File: config.mk
export PLATFORM = sky130hd
export DESIGN_NAME = fp32_accumulator
export DESIGN_NICKNAME = d
export VERILOG_FILES = /design/src/rtl/fp32_accumulator.sv
export SDC_FILE = /design/constraint.sdc
export NUM_CORES = 1
export LEC_CHECK = 0
export BUFFER_PORTS_ARGS = -buffer_cell sky130_fd_sc_hd__buf_2
export CAP_MARGIN = 0
export CORE_UTILIZATION = 44
export DETAILED_ROUTE_END_ITERATION = 8
export GPL_ROUTABILITY_DRIVEN = 0
export GPL_TIMING_DRIVEN = 0
export MAX_ROUTING_LAYER = met4
export PLACE_DENSITY = 0.69
export SETUP_SLACK_MARGIN = 0.5
export SLEW_MARGIN = 10
export SYNTH_ARGS = -nofsm -noshare
export SYNTH_HDL_FRONTEND = slang
export SYNTH_SLANG_ARGS = --single-unit
File: constraint.sdc
create_clock -name clk -period 7.43 [get_ports clk]
set_clock_uncertainty 0.15 [all_clocks]
set_input_delay 0.743 -clock clk [delete_from_list [all_inputs] [get_ports clk]]
set_output_delay 0.743 -clock clk [all_outputs]
set_load 0.05 [all_outputs]
File: src/rtl/fp32_accumulator.sv
// fp32_accumulator: multi-cycle fp32 vector summer (align/add/normalize, truncating) with sticky exception.
// Define FACC_BIAS_EN to add a bias port that preloads the accumulator after reset and after each result.
module fp32_accumulator #(
    parameter int COUNT_W = 16
) (
    input  logic               clk,
    input  logic               reset,
    input  logic               in_valid,
    output logic               in_ready,
    input  logic [31:0]        in_data,
    input  logic               in_exc,
    input  logic               in_last,
`ifdef FACC_BIAS_EN
    input  logic [31:0]        bias,
`endif
    output logic               out_valid,
    output logic [31:0]        out_sum,
    output logic               out_exc,
    output logic [COUNT_W-1:0] out_count
);
    typedef enum logic [2:0] {IDLE, ALIGN, ADD, NORM, DONE} state_t;
    state_t             r_state;
    logic [31:0]        r_acc, r_data;
    logic               r_exc, r_last, r_sticky, r_load, r_sign, r_sub, r_nan;
    logic [COUNT_W-1:0] r_count;
    logic [7:0]         r_exp;
    logic [23:0]        r_man_l, r_man_s;
    logic [24:0]        r_sum;
    logic [31:0]        w_init, w_a, w_b, w_big, w_small, w_res;
    logic [7:0]         w_diff;
    logic [23:0]        w_man_small;
    logic [22:0]        w_man_n;
    logic [4:0]         w_lz;
    logic [9:0]         w_exp_n;
    logic               w_nan, w_ovf;
`ifdef FACC_BIAS_EN
    assign w_init = bias;
`else
    assign w_init = 32'h0;
`endif
    assign in_ready = (r_state == IDLE) && !reset;
    // zero/denormal operands collapse to +0.0 before the magnitude ordering
    always_comb begin
        w_a = (r_acc[30:23] == 8'd0) ? 32'h0 : r_acc;
        w_b = (r_data[30:23] == 8'd0) ? 32'h0 : r_data;
        w_big = (w_a[30:0] >= w_b[30:0]) ? w_a : w_b;
        w_small = (w_a[30:0] >= w_b[30:0]) ? w_b : w_a;
        w_diff = w_big[30:23] - w_small[30:23];
        w_man_small = (w_diff >= 8'd26) ? 24'd0 : {|w_small[30:23], w_small[22:0]} >> w_diff;
        w_nan = r_exc || (&r_acc[30:23]) || (&r_data[30:23]);
    end
    always_comb begin
        w_lz = 5'd0;
        for (int i = 0; i < 24; i++) if (r_sum[i]) w_lz = 5'(23 - i);
        w_man_n = r_sum[22:0] << w_lz;
        w_exp_n = r_sum[24] ? {2'b0, r_exp} + 10'd1 : {2'b0, r_exp} - {5'd0, w_lz};
        w_ovf = r_sum[24] && (r_exp == 8'd254);
        w_res = r_nan ? 32'h7FC00000 :
                w_ovf ? {r_sign, 8'hFF, 23'd0} :
                (r_sum == 25'd0 || w_exp_n[9] || w_exp_n == 10'd0) ? 32'h0 :
                r_sum[24] ? {r_sign, w_exp_n[7:0], r_sum[23:1]} :
                {r_sign, w_exp_n[7:0], w_man_n};
    end
    always_ff @(posedge clk or posedge reset) begin
        if (reset) begin
            r_state   <= IDLE;
            r_acc     <= 32'h0;
            r_data    <= 32'h0;
            r_exc     <= 1'b0;
            r_last    <= 1'b0;
            r_sticky  <= 1'b0;
            r_load    <= 1'b1;
            r_count   <= '0;
            r_sign    <= 1'b0;
            r_sub     <= 1'b0;
            r_nan     <= 1'b0;
            r_exp     <= 8'd0;
            r_man_l   <= 24'd0;
            r_man_s   <= 24'd0;
            r_sum     <= 25'd0;
            out_valid <= 1'b0;
            out_sum   <= 32'h0;
            out_exc   <= 1'b0;
            out_count <= '0;
        end else begin
            case (r_state)
                IDLE: begin
                    if (r_load) r_acc <= w_init;
                    r_load <= 1'b0;
                    if (in_valid) begin
                        r_data  <= in_data;
                        r_exc   <= in_exc;
                        r_last  <= in_last;
                        r_count <= r_count + 1'b1;
                        r_state <= ALIGN;
                    end
                end
                ALIGN: begin
                    r_sign  <= w_big[31];
                    r_sub   <= w_big[31] ^ w_small[31];
                    r_exp   <= w_big[30:23];
                    r_man_l <= {|w_big[30:23], w_big[22:0]};
                    r_man_s <= w_man_small;
                    r_nan   <= w_nan;
                    r_state <= ADD;
                end
                ADD: begin
                    r_sum   <= r_sub ? {1'b0, r_man_l} - {1'b0, r_man_s} : {1'b0, r_man_l} + {1'b0, r_man_s};
                    r_state <= NORM;
                end
                NORM: begin
                    r_acc    <= w_res;
                    r_sticky <= r_sticky || r_nan || w_ovf;
                    if (r_last) begin
                        out_valid <= 1'b1;
                        out_sum   <= w_res;
                        out_exc   <= r_sticky || r_nan || w_ovf;
                        out_count <= r_count;
                    end
                    r_state <= r_last ? DONE : IDLE;
                end
                DONE: begin
                    out_valid <= 1'b0;
                    r_acc     <= w_init;
                    r_sticky  <= 1'b0;
                    r_count   <= '0;
                    r_state   <= IDLE;
                end
                default: r_state <= IDLE;
            endcase
        end
    end
endmodule

==> report_table.html, run 1 <==
<table>
<tr><th>Metric</th><th>Value</th></tr>
<tr><th colspan="2">Synth</th></tr>
<tr><td>Top cells by area, synth</td><td>sky130_fd_sc_hd__dfrtp_1 36%, sky130_fd_sc_hd__nand2_1 8.4%, sky130_fd_sc_hd__mux2i_1 5.4%</td></tr>
<tr><td>Post-synthesis cell area</td><td>15400 um^2</td></tr>
<tr><td>Cell count after synthesis</td><td>1813</td></tr>
<tr><td>Synthesized area divided by synthesized cell count</td><td>8.48 um^2</td></tr>
<tr><td>Simple-gate area share of the yosys netlist</td><td>19.9%</td></tr>
<tr><td>Number of warnings issued by yosys</td><td>0</td></tr>
<tr><td>Predominant post-synthesis flop cell</td><td>sky130_fd_sc_hd__dfrtp_1</td></tr>
<tr><td>Post-synth net total</td><td>1917</td></tr>
<tr><td>Proportion of synthesized area in mux cells</td><td>11.1%</td></tr>
<tr><td>Async SR Flop Fraction</td><td>100%</td></tr>
<tr><td>Distinct cell type count of the synthesized netlist</td><td>91</td></tr>
<tr><td>Leading area contributor after synthesis</td><td>sky130_fd_sc_hd__dfrtp_1</td></tr>
<tr><td>Area fraction of the dominant cell type after synthesis</td><td>35.8%</td></tr>
<tr><td>Combinational family with the most area after synthesis</td><td>simple AND/OR/NAND/NOR gates</td></tr>
<tr><td>FF+latch count, synth</td><td>221</td></tr>
<tr><td>EDFF count, synth</td><td>0</td></tr>
<tr><td>Share of synthesized area occupied by flip-flops and latches</td><td>36.0%</td></tr>
<tr><td>Compound-gate portion of the synthesized area</td><td>18.4%</td></tr>
<tr><td>Synth Area in Adders</td><td>5.55%</td></tr>
<tr><td>Area share of xor/xnor cells in the synthesized design</td><td>4.05%</td></tr>
<tr><th colspan="2">Global routing</th></tr>
<tr><td>Wire length of the first global-routing pass</td><td>75.2 mm</td></tr>
<tr><td>Via count of the first global-routing pass</td><td>13700</td></tr>
<tr><td>Congestion Overflow GR</td><td>0</td></tr>
<tr><td>Antenna violations before repair</td><td>1</td></tr>
<tr><td>Maximum number of pins on one net before global-route repair</td><td>39</td></tr>
<tr><td>Total Routing Usage GR</td><td>27.1%</td></tr>
<tr><th colspan="2">Clocking</th></tr>
<tr><td>Clock latency on the worst-skew pair</td><td>0.55 ns</td></tr>
<tr><td>Clock sink total</td><td>221</td></tr>
<tr><td>Clock slew seen by the registers of the worst setup and hold paths</td><td>0.06 ns</td></tr>
<tr><td>TritonCTS clock tree</td><td>yes</td></tr>
<tr><td>Clock tree root driver cell</td><td>sky130_fd_sc_hd__clkbuf_16</td></tr>
<tr><td>Deepest clock path buffer count</td><td>3</td></tr>
<tr><td>Inserted Clock Buffers</td><td>26</td></tr>
<tr><td>Hold-fix buffers, CTS</td><td>0</td></tr>
<tr><td>CTS H-tree lvls</td><td>1</td></tr>
<tr><td>Postcts setup bufs</td><td>0</td></tr>
<tr><td>Post-CTS Resized</td><td>0</td></tr>
<tr><th colspan="2">Detailed routing</th></tr>
<tr><td>Post-detailed-route count of antenna-violating nets</td><td>0</td></tr>
<tr><td>Routed length per placed instance</td><td>19.6 um</td></tr>
<tr><td>Vias/cell</td><td>5.97</td></tr>
<tr><td>First-pass DRT Iterations</td><td>6</td></tr>
<tr><td>Count of routing violations after the opening detailed-route iteration</td><td>1497</td></tr>
<tr><td>Drt total wl</td><td>47.3 mm</td></tr>
<tr><td>Number of vias after detailed routing</td><td>14400</td></tr>
<tr><td>Remaining DRCs</td><td>0</td></tr>
<tr><th colspan="2">Worst setup path</th></tr>
<tr><td>Critical Setup Path Class</td><td>flip-flop to flip-flop</td></tr>
<tr><td>Worst reg-to-reg path cell count</td><td>20</td></tr>
<tr><td>Maximum cell stage delay along the critical path</td><td>0.64 ns</td></tr>
<tr><td>Critical Path Most Common Cell</td><td>sky130_fd_sc_hd__clkbuf_1</td></tr>
<tr><td>RR Startpoint</td><td>r_data[27]</td></tr>
<tr><td>FF-to-FF setup slack</td><td>1.18 ns</td></tr>
<tr><td>Start point of the critical path</td><td>r_data[27]</td></tr>
<tr><td>Crit end category</td><td>flip-flop</td></tr>
<tr><td>Startpoint type of the worst setup path</td><td>flip-flop</td></tr>
<tr><td>Required time at the endpoint of the critical path</td><td>7.74 ns</td></tr>
<tr><td>Ordered cell list for the critical path</td><td>clkbuf_1, nor4_1, nand2_1, clkbuf_1, nand2_1, ha_1, nand4_1, nor4_1, a2111o_1, o21ai_2, and4_1, nor2_1, ha_1, clkbuf_2, clkbuf_1, nor3_1, a2111oi_0, a21oi_1, o221a_2, o22ai_1</td></tr>
<tr><td>Worst Path Arrival</td><td>6.56 ns</td></tr>
<tr><td>Critical register-to-register path endpoint</td><td>r_man_s[0]</td></tr>
<tr><td>Highest-delay cell along the critical path</td><td>sky130_fd_sc_hd__a2111oi_0</td></tr>
<tr><td>Worst-path fanout max</td><td>10</td></tr>
<tr><th colspan="2">Min path</th></tr>
<tr><td>Hold Crit Class</td><td>input port to async pin</td></tr>
<tr><th colspan="2">Cells and area</th></tr>
<tr><td>Leading cell type in the layout, fill and taps excluded</td><td>sky130_fd_sc_hd__nand2_1</td></tr>
<tr><td>Combined area of the multi-input logic cells</td><td>9060 um^2</td></tr>
<tr><td>Commonest cells after routing, fill and taps aside</td><td>344 x sky130_fd_sc_hd__nand2_1, 220 x sky130_fd_sc_hd__dfrtp_1, 150 x sky130_fd_sc_hd__nor2_1, 144 x sky130_fd_sc_hd__o21ai_0, 105 x sky130_fd_sc_hd__clkbuf_1</td></tr>
<tr><td>Filler Cell Count</td><td>3261</td></tr>
<tr><td>Ratio of cells with drive above 1 in the final layout</td><td>12.1%</td></tr>
<tr><td>Register area</td><td>5530 um^2</td></tr>
<tr><td>Synthesis-to-finish area growth</td><td>13.2%</td></tr>
<tr><td>Number of nets in the final layout</td><td>2038</td></tr>
<tr><th colspan="2">Timing</th></tr>
<tr><td>Final period utilization</td><td>84.1%</td></tr>
<tr><td>Achievable frequency</td><td>160 MHz</td></tr>
<tr><td>Fin Hold WS</td><td>0.120 ns</td></tr>
<tr><td># setup viols final</td><td>0</td></tr>
<tr><td>Final-report max-slew violation count</td><td>0</td></tr>
<tr><td>Rel. slew slack</td><td>26.4%</td></tr>
<tr><td>Final hold violation count</td><td>0</td></tr>
<tr><td>Actual slew at the worst max-slew pin</td><td>1.10 ns</td></tr>
<tr><td>Clock period minus final worst setup slack</td><td>6.25 ns</td></tr>
<tr><td>Setup repair after global routing missed its margin</td><td>no</td></tr>
<tr><td>Accumulated negative setup slack</td><td>0 ns</td></tr>
<tr><th colspan="2">Die</th></tr>
<tr><td>Die height</td><td>189 um</td></tr>
<tr><td>Area of the die</td><td>35700 um^2</td></tr>
<tr><td>Die width</td><td>189 um</td></tr>
<tr><td>Core Rows</td><td>68</td></tr>
<tr><td>I/O pin total</td><td>88</td></tr>
<tr><td>Effective utilization at floorplan</td><td>44.6%</td></tr>
<tr><td>Core area</td><td>34500 um^2</td></tr>
<tr><th colspan="2">Placed design</th></tr>
<tr><td>Detailed Place HPWL</td><td>37.0 mm</td></tr>
<tr><td>Port Buf Inserts</td><td>87</td></tr>
<tr><th colspan="2">Status</th></tr>
<tr><td>Result of the run</td><td>complete, no violations</td></tr>
<tr><th colspan="2">Flow run</th></tr>
<tr><td>Max Cap Viol</td><td>0</td></tr>
</table>
==> Yosys cell counts, types with 14 or more instances <==
| master | count |
|---|---|
| sky130_fd_sc_hd__o21ai_0 | 144 |
| sky130_fd_sc_hd__ha_1 | 65 |
| sky130_fd_sc_hd__xor2_1 | 26 |
| sky130_fd_sc_hd__xnor2_1 | 40 |
| sky130_fd_sc_hd__a31oi_1 | 21 |
| sky130_fd_sc_hd__nand3_1 | 33 |
| sky130_fd_sc_hd__mux2_2 | 35 |
| sky130_fd_sc_hd__mux4_2 | 20 |
| sky130_fd_sc_hd__clkbuf_1 | 101 |
| sky130_fd_sc_hd__nor2b_1 | 14 |
| sky130_fd_sc_hd__dfrtp_1 | 220 |
| sky130_fd_sc_hd__nand2_1 | 344 |
| sky130_fd_sc_hd__a211oi_1 | 14 |
| sky130_fd_sc_hd__and3_1 | 15 |
| sky130_fd_sc_hd__mux2i_1 | 83 |
| sky130_fd_sc_hd__nor4_1 | 21 |
| sky130_fd_sc_hd__a21oi_1 | 88 |
| sky130_fd_sc_hd__o31ai_1 | 27 |
| sky130_fd_sc_hd__nor2_1 | 150 |
| sky130_fd_sc_hd__inv_1 | 69 |
| sky130_fd_sc_hd__nor3_1 | 34 |
| sky130_fd_sc_hd__nand4_1 | 17 |
==> sequential cells by signal (all words and copies together) (netlist names) <==
register,cells
out_sum,32
r_acc,32
r_data,32
r_sum,25
r_man_l,24
r_man_s,24
out_count,16
r_count,16
r_exp,8
r_state,3
out_exc,1
out_valid,1
r_exc,1
r_last,1
r_load,1
r_nan,1
r_sign,1
r_sticky,1
r_sub,1
==> worst max-delay path by stage <==
stage / end / slack, ns
CTS: r_man_s[0] / 1.09
floorplan: r_man_s[7] / 2.22
global placement: r_man_s[0] / 1.19
global route: r_man_s[0] / 0.64
finish: r_man_s[0] / 1.18
detailed placement: r_man_s[0] / 1.11
==> metrics by stage <==
step	utilization, %	worst slack, ns	instance area [um^2]	cells
after floorplan	-	2.22	15400	1813
after global placement	47.5	1.19	16400	2355
after detailed placement	47.9	1.11	16500	2361
after CTS	50.5	1.09	17400	2409
after global routing	50.5	0.636	17400	2410
final	50.5	1.18	17400	2410
==> kinds of logic (layout without fill, tap and decap cells) <==
kind of cell    after synthesis  count (layout)
compound gates              437             437
flops                       221             221
mux                         140             140
simple gates                687             687
fa+ha+maj                    67              67
other cells                   0               1
xor+xnor                     68              68
buf+inv                     193             334
==> critical path, delay by kind of cell, from the launching register on <==
family,cells,cell delay (ns)
AO/OA/AOI/OAI,6,1.99
adder cells (fa/ha/maj),2,0.78
buffers and inverters,4,1.60
flip-flops,1,0.32
AND/OR/NAND/NOR,8,1.30
==> per-layer routing <==
metal	GRT usage, %	vias up	share of wire [%]
met3	4.15	132	8.3
met2	42.7	640	46
met5	-	-	0
met4	8.81	0	3.5
li1	-	6683	-
met1	35.8	6930	42
==> layout make-up <==
type | count | area share [%]
Clock buffer | 37 | 4.32
Tap cell | 455 | 3.27
Sequential cell | 221 | 31.8
Clock inverter | 11 | 0.791
Timing Repair Buffer | 93 | 3.19
Antenna cell | 1 | 0.0144
Buffer | 122 | 2.94
Inverter | 71 | 1.55
Multi-Input combinational cell | 1399 | 52.1
Power of run 1 is not shown: default switching activity piles up to over one toggle a cycle in this logic, so the estimate is an artifact.
==> inputs of run 2 (changes only) <==
PLACE_DENSITY = 0.71   (was 0.69)
clock period = 5.3 ns   (was 7.43 ns; I/O delays follow)
==> run 2 against run 1 <==
Against the previous run: the run now ends with hold timing left; routed wire length up 11%; critical path depth unchanged; final cell count is 2.5% higher; core utilization up 5.8 points; worst setup slack got worse by 0.97 ns; global-route usage grew 1.6 points.
==> report_table.html, run 2 (synthesis gave the netlist of run 1 again) <==
<table>
<tr><th>Metric</th><th>Value</th></tr>
<tr><th colspan="2">Detailed routing</th></tr>
<tr><td>Remaining DRCs</td><td>0 (unchanged)</td></tr>
<tr><td>Vias/cell</td><td>6.23 (was 5.97)</td></tr>
<tr><td>Count of routing violations after the opening detailed-route iteration</td><td>1607 (was 1497)</td></tr>
<tr><td>Post-detailed-route count of antenna-violating nets</td><td>0 (unchanged)</td></tr>
<tr><td>Routed length per placed instance</td><td>21.3 um (was 19.6 um)</td></tr>
<tr><td>First-pass DRT Iterations</td><td>9 (was 6)</td></tr>
<tr><td>Drt total wl</td><td>52.6 mm (was 47.3 mm)</td></tr>
<tr><td>Number of vias after detailed routing</td><td>15400 (was 14400)</td></tr>
<tr><th colspan="2">Status</th></tr>
<tr><td>Failing checks</td><td>hold timing</td></tr>
<tr><td>Result of the run</td><td>finished, violations left (was complete, no violations)</td></tr>
<tr><th colspan="2">Clocking</th></tr>
<tr><td>Clock latency on the worst-skew pair</td><td>0.56 ns (was 0.55 ns)</td></tr>
<tr><td>Clock sink total</td><td>221 (unchanged)</td></tr>
<tr><td>Inserted Clock Buffers</td><td>25 (was 26)</td></tr>
<tr><td>CTS H-tree lvls</td><td>1 (unchanged)</td></tr>
<tr><td>Clock tree root driver cell</td><td>sky130_fd_sc_hd__clkbuf_16 (unchanged)</td></tr>
<tr><td>TritonCTS clock tree</td><td>yes (unchanged)</td></tr>
<tr><td>Deepest clock path buffer count</td><td>3 (unchanged)</td></tr>
<tr><td>Clock slew seen by the registers of the worst setup and hold paths</td><td>0.06 ns (about the same)</td></tr>
<tr><th colspan="2">Global routing</th></tr>
<tr><td>Antenna violations before repair</td><td>0 (was 1)</td></tr>
<tr><td>Via count of the first global-routing pass</td><td>14500 (was 13700)</td></tr>
<tr><td>Congestion Overflow GR</td><td>0 (unchanged)</td></tr>
<tr><td>Total Routing Usage GR</td><td>28.7% (was 27.1%)</td></tr>
<tr><td>Wire length of the first global-routing pass</td><td>79.3 mm (was 75.2 mm)</td></tr>
<tr><td>Maximum number of pins on one net before global-route repair</td><td>38 (was 39)</td></tr>
<tr><th colspan="2">Worst setup path</th></tr>
<tr><td>Worst Path Arrival</td><td>5.43 ns (was 6.56 ns)</td></tr>
<tr><td>Critical register-to-register path endpoint</td><td>r_man_s[2] (was r_man_s[0])</td></tr>
<tr><td>FF-to-FF setup slack</td><td>0.22 ns (was 1.18 ns)</td></tr>
<tr><td>RR Startpoint</td><td>r_acc[29] (was r_data[27])</td></tr>
<tr><td>Required time at the endpoint of the critical path</td><td>5.64 ns (was 7.74 ns)</td></tr>
<tr><td>Worst reg-to-reg path cell count</td><td>20 (unchanged)</td></tr>
<tr><td>Crit path to</td><td>r_man_s[2] (was r_man_s[0])</td></tr>
<tr><td>Crit end category</td><td>flip-flop (unchanged)</td></tr>
<tr><td>Start point of the critical path</td><td>r_acc[29] (was r_data[27])</td></tr>
<tr><td>Critical Setup Path Class</td><td>flip-flop to flip-flop (unchanged)</td></tr>
<tr><td>Worst-path fanout max</td><td>8 (was 10)</td></tr>
<tr><td>Startpoint type of the worst setup path</td><td>flip-flop (unchanged)</td></tr>
<tr><th colspan="2">Timing</th></tr>
<tr><td>Setup repair after global routing missed its margin</td><td>yes (was no)</td></tr>
<tr><td>Setup ws final</td><td>0.217 ns (was 1.18 ns)</td></tr>
<tr><td>Final hold violation count</td><td>33 (was 0)</td></tr>
<tr><td>Fin Hold WS</td><td>-0.0227 ns (was 0.120 ns)</td></tr>
<tr><td># setup viols final</td><td>0 (unchanged)</td></tr>
<tr><td>Actual slew at the worst max-slew pin</td><td>0.913 ns (was 1.10 ns)</td></tr>
<tr><td>Clock period minus final worst setup slack</td><td>5.08 ns (was 6.25 ns)</td></tr>
<tr><td>Final period utilization</td><td>95.9% (was 84.1%)</td></tr>
<tr><td>Rel. slew slack</td><td>37.6% (was 26.4%)</td></tr>
<tr><td>Achievable frequency</td><td>197 MHz (was 160 MHz)</td></tr>
<tr><td>Final-report max-slew violation count</td><td>0 (unchanged)</td></tr>
<tr><th colspan="2">Cells and area</th></tr>
<tr><td>Number of nets in the final layout</td><td>2103 (was 2038)</td></tr>
<tr><td>Leading cell type in the layout, fill and taps excluded</td><td>sky130_fd_sc_hd__nand2_1 (unchanged)</td></tr>
<tr><td>Synthesis-to-finish area growth</td><td>26.1% (was 13.2%)</td></tr>
<tr><td>Number of diodes</td><td>0 (was 1)</td></tr>
<tr><td>Commonest cells after routing, fill and taps aside</td><td>310 x sky130_fd_sc_hd__nand2_1, 212 x sky130_fd_sc_hd__dfrtp_1, 140 x sky130_fd_sc_hd__nor2_1, 135 x sky130_fd_sc_hd__o21ai_0, 96 x sky130_fd_sc_hd__buf_2 (was 344 x sky130_fd_sc_hd__nand2_1, 220 x sky130_fd_sc_hd__dfrtp_1, 150 x sky130_fd_sc_hd__nor2_1, 144 x sky130_fd_sc_hd__o21ai_0, 105 x sky130_fd_sc_hd__clkbuf_1)</td></tr>
<tr><td>Final design utilization</td><td>56.2% (was 50.5%)</td></tr>
<tr><td>Ratio of cells with drive above 1 in the final layout</td><td>24.6% (was 12.1%)</td></tr>
<tr><td>Largest registers</td><td>out_sum x32, r_acc x32, r_data x32 (unchanged)</td></tr>
<tr><td>Final non-filler cell area</td><td>19400 um^2 (was 17400 um^2)</td></tr>
<tr><th colspan="2">Die</th></tr>
<tr><td>Effective utilization at floorplan</td><td>44.6% (unchanged)</td></tr>
<tr><td>I/O pin total</td><td>88 (unchanged)</td></tr>
<tr><td>Die height</td><td>189 um (unchanged)</td></tr>
<tr><td>Core Rows</td><td>68 (unchanged)</td></tr>
<tr><td>Core area</td><td>34500 um^2 (unchanged)</td></tr>
<tr><td>Die width</td><td>189 um (unchanged)</td></tr>
<tr><td>Area of the die</td><td>35700 um^2 (unchanged)</td></tr>
<tr><th colspan="2">Placed design</th></tr>
<tr><td>Cell area after placement</td><td>16500 um^2 (about the same)</td></tr>
<tr><td>Detailed Place HPWL</td><td>37.0 mm (about the same)</td></tr>
<tr><td>Port Buf Inserts</td><td>87 (unchanged)</td></tr>
<tr><td>Post-Place Worst Slack</td><td>-0.506 ns (was 1.11 ns)</td></tr>
<tr><th colspan="2">Flow run</th></tr>
<tr><td>Max Cap Viol</td><td>0 (unchanged)</td></tr>
<tr><th colspan="2">Min path</th></tr>
<tr><td>Hold Crit Class</td><td>input port to async pin (unchanged)</td></tr>
</table>
[run 2: cell count changes in the layout (fill, tap and decap cells not counted), moves of 16 or more]
| cell | previous run | this run |
|---|---|---|
| sky130_fd_sc_hd__ha_1 | 65 | 48 |
| sky130_fd_sc_hd__nand2_1 | 344 | 310 |
| sky130_fd_sc_hd__mux2i_1 | 83 | 56 |
| sky130_fd_sc_hd__clkbuf_1 | 105 | 84 |
| sky130_fd_sc_hd__ha_4 | 0 | 17 |
| sky130_fd_sc_hd__nand2_2 | 0 | 16 |
| sky130_fd_sc_hd__mux2i_2 | 1 | 17 |
| sky130_fd_sc_hd__buf_4 | 3 | 54 |
[run 2: stage by stage]
step	setup TNS (ns)	cells
6_report	0	2471
5_1_grt	0	2471
4_1_cts	0	2444
3_5_place_dp	-20.41	2361
3_3_place_gp	-14.40	2355
2_1_floorplan	0	1813
[run 2: per-layer routing]
metal  wire length [um]  GRT usage [%]  up-vias  share of wire [%]
met4               3000           10.9        0                5.7
met3               5040           5.15      282                9.6
met5                  0              -        -                  0
met1              20300           36.5     7346                 39
li1                   -              -     6842                  -
met2              24200           45.4      920                 46
[run 2: area by class of cell]
type,instances,area [um^2]
multi-input combinational,1400,10300
clock inverter,8,115
timing repair buffer,158,1200
tap,455,569
clock buffer,36,687
buffer,122,706
fill,2894,15100
inverter,71,278
sequential,221,5540
[run 2: timing repair]
action                     in CTS  in global routing
hold endpoints to repair        0                  0
resized for setup             159                186
hold buffers                    0                  0
pin swaps                      44                 39
gates cloned                    3                  4
setup buffers                  36                 23
setup endpoints to repair      78                 94
[run 2: worst min-delay path by stage]
stage                           from             to  slack (ns)
after floorplan            r_data[0]      r_data[0]        0.29
after global placement    out_sum[9]     out_sum[9]        0.31
after detailed placement  r_data[16]     r_data[16]        0.32
after CTS                      reset  out_count[11]       0.001
after global routing      in_data[5]      r_data[5]       0.002
final                          reset    r_count[10]       -0.02
[run 2: critical path, cell delays in order (launching register included)]
cell	delay [ns]
sky130_fd_sc_hd__dfrtp_2	0.47
sky130_fd_sc_hd__nor4_4	0.24
sky130_fd_sc_hd__nand2_1	0.12
sky130_fd_sc_hd__buf_6	0.16
sky130_fd_sc_hd__nand2_1	0.27
sky130_fd_sc_hd__inv_1	0.14
sky130_fd_sc_hd__ha_1	0.35
sky130_fd_sc_hd__a21oi_2	0.15
sky130_fd_sc_hd__o21ai_1	0.12
sky130_fd_sc_hd__a2111oi_4	0.40
sky130_fd_sc_hd__buf_4	0.18
sky130_fd_sc_hd__o21ai_2	0.06
sky130_fd_sc_hd__buf_6	0.16
sky130_fd_sc_hd__nor2_8	0.22
sky130_fd_sc_hd__buf_12	0.16
sky130_fd_sc_hd__mux2i_2	0.36
sky130_fd_sc_hd__mux2i_1	0.24
sky130_fd_sc_hd__mux4_2	0.53
sky130_fd_sc_hd__mux2_2	0.29
sky130_fd_sc_hd__nor3_2	0.11
sky130_fd_sc_hd__a221o_1	0.13
Power of run 2 is left out for the same reason.
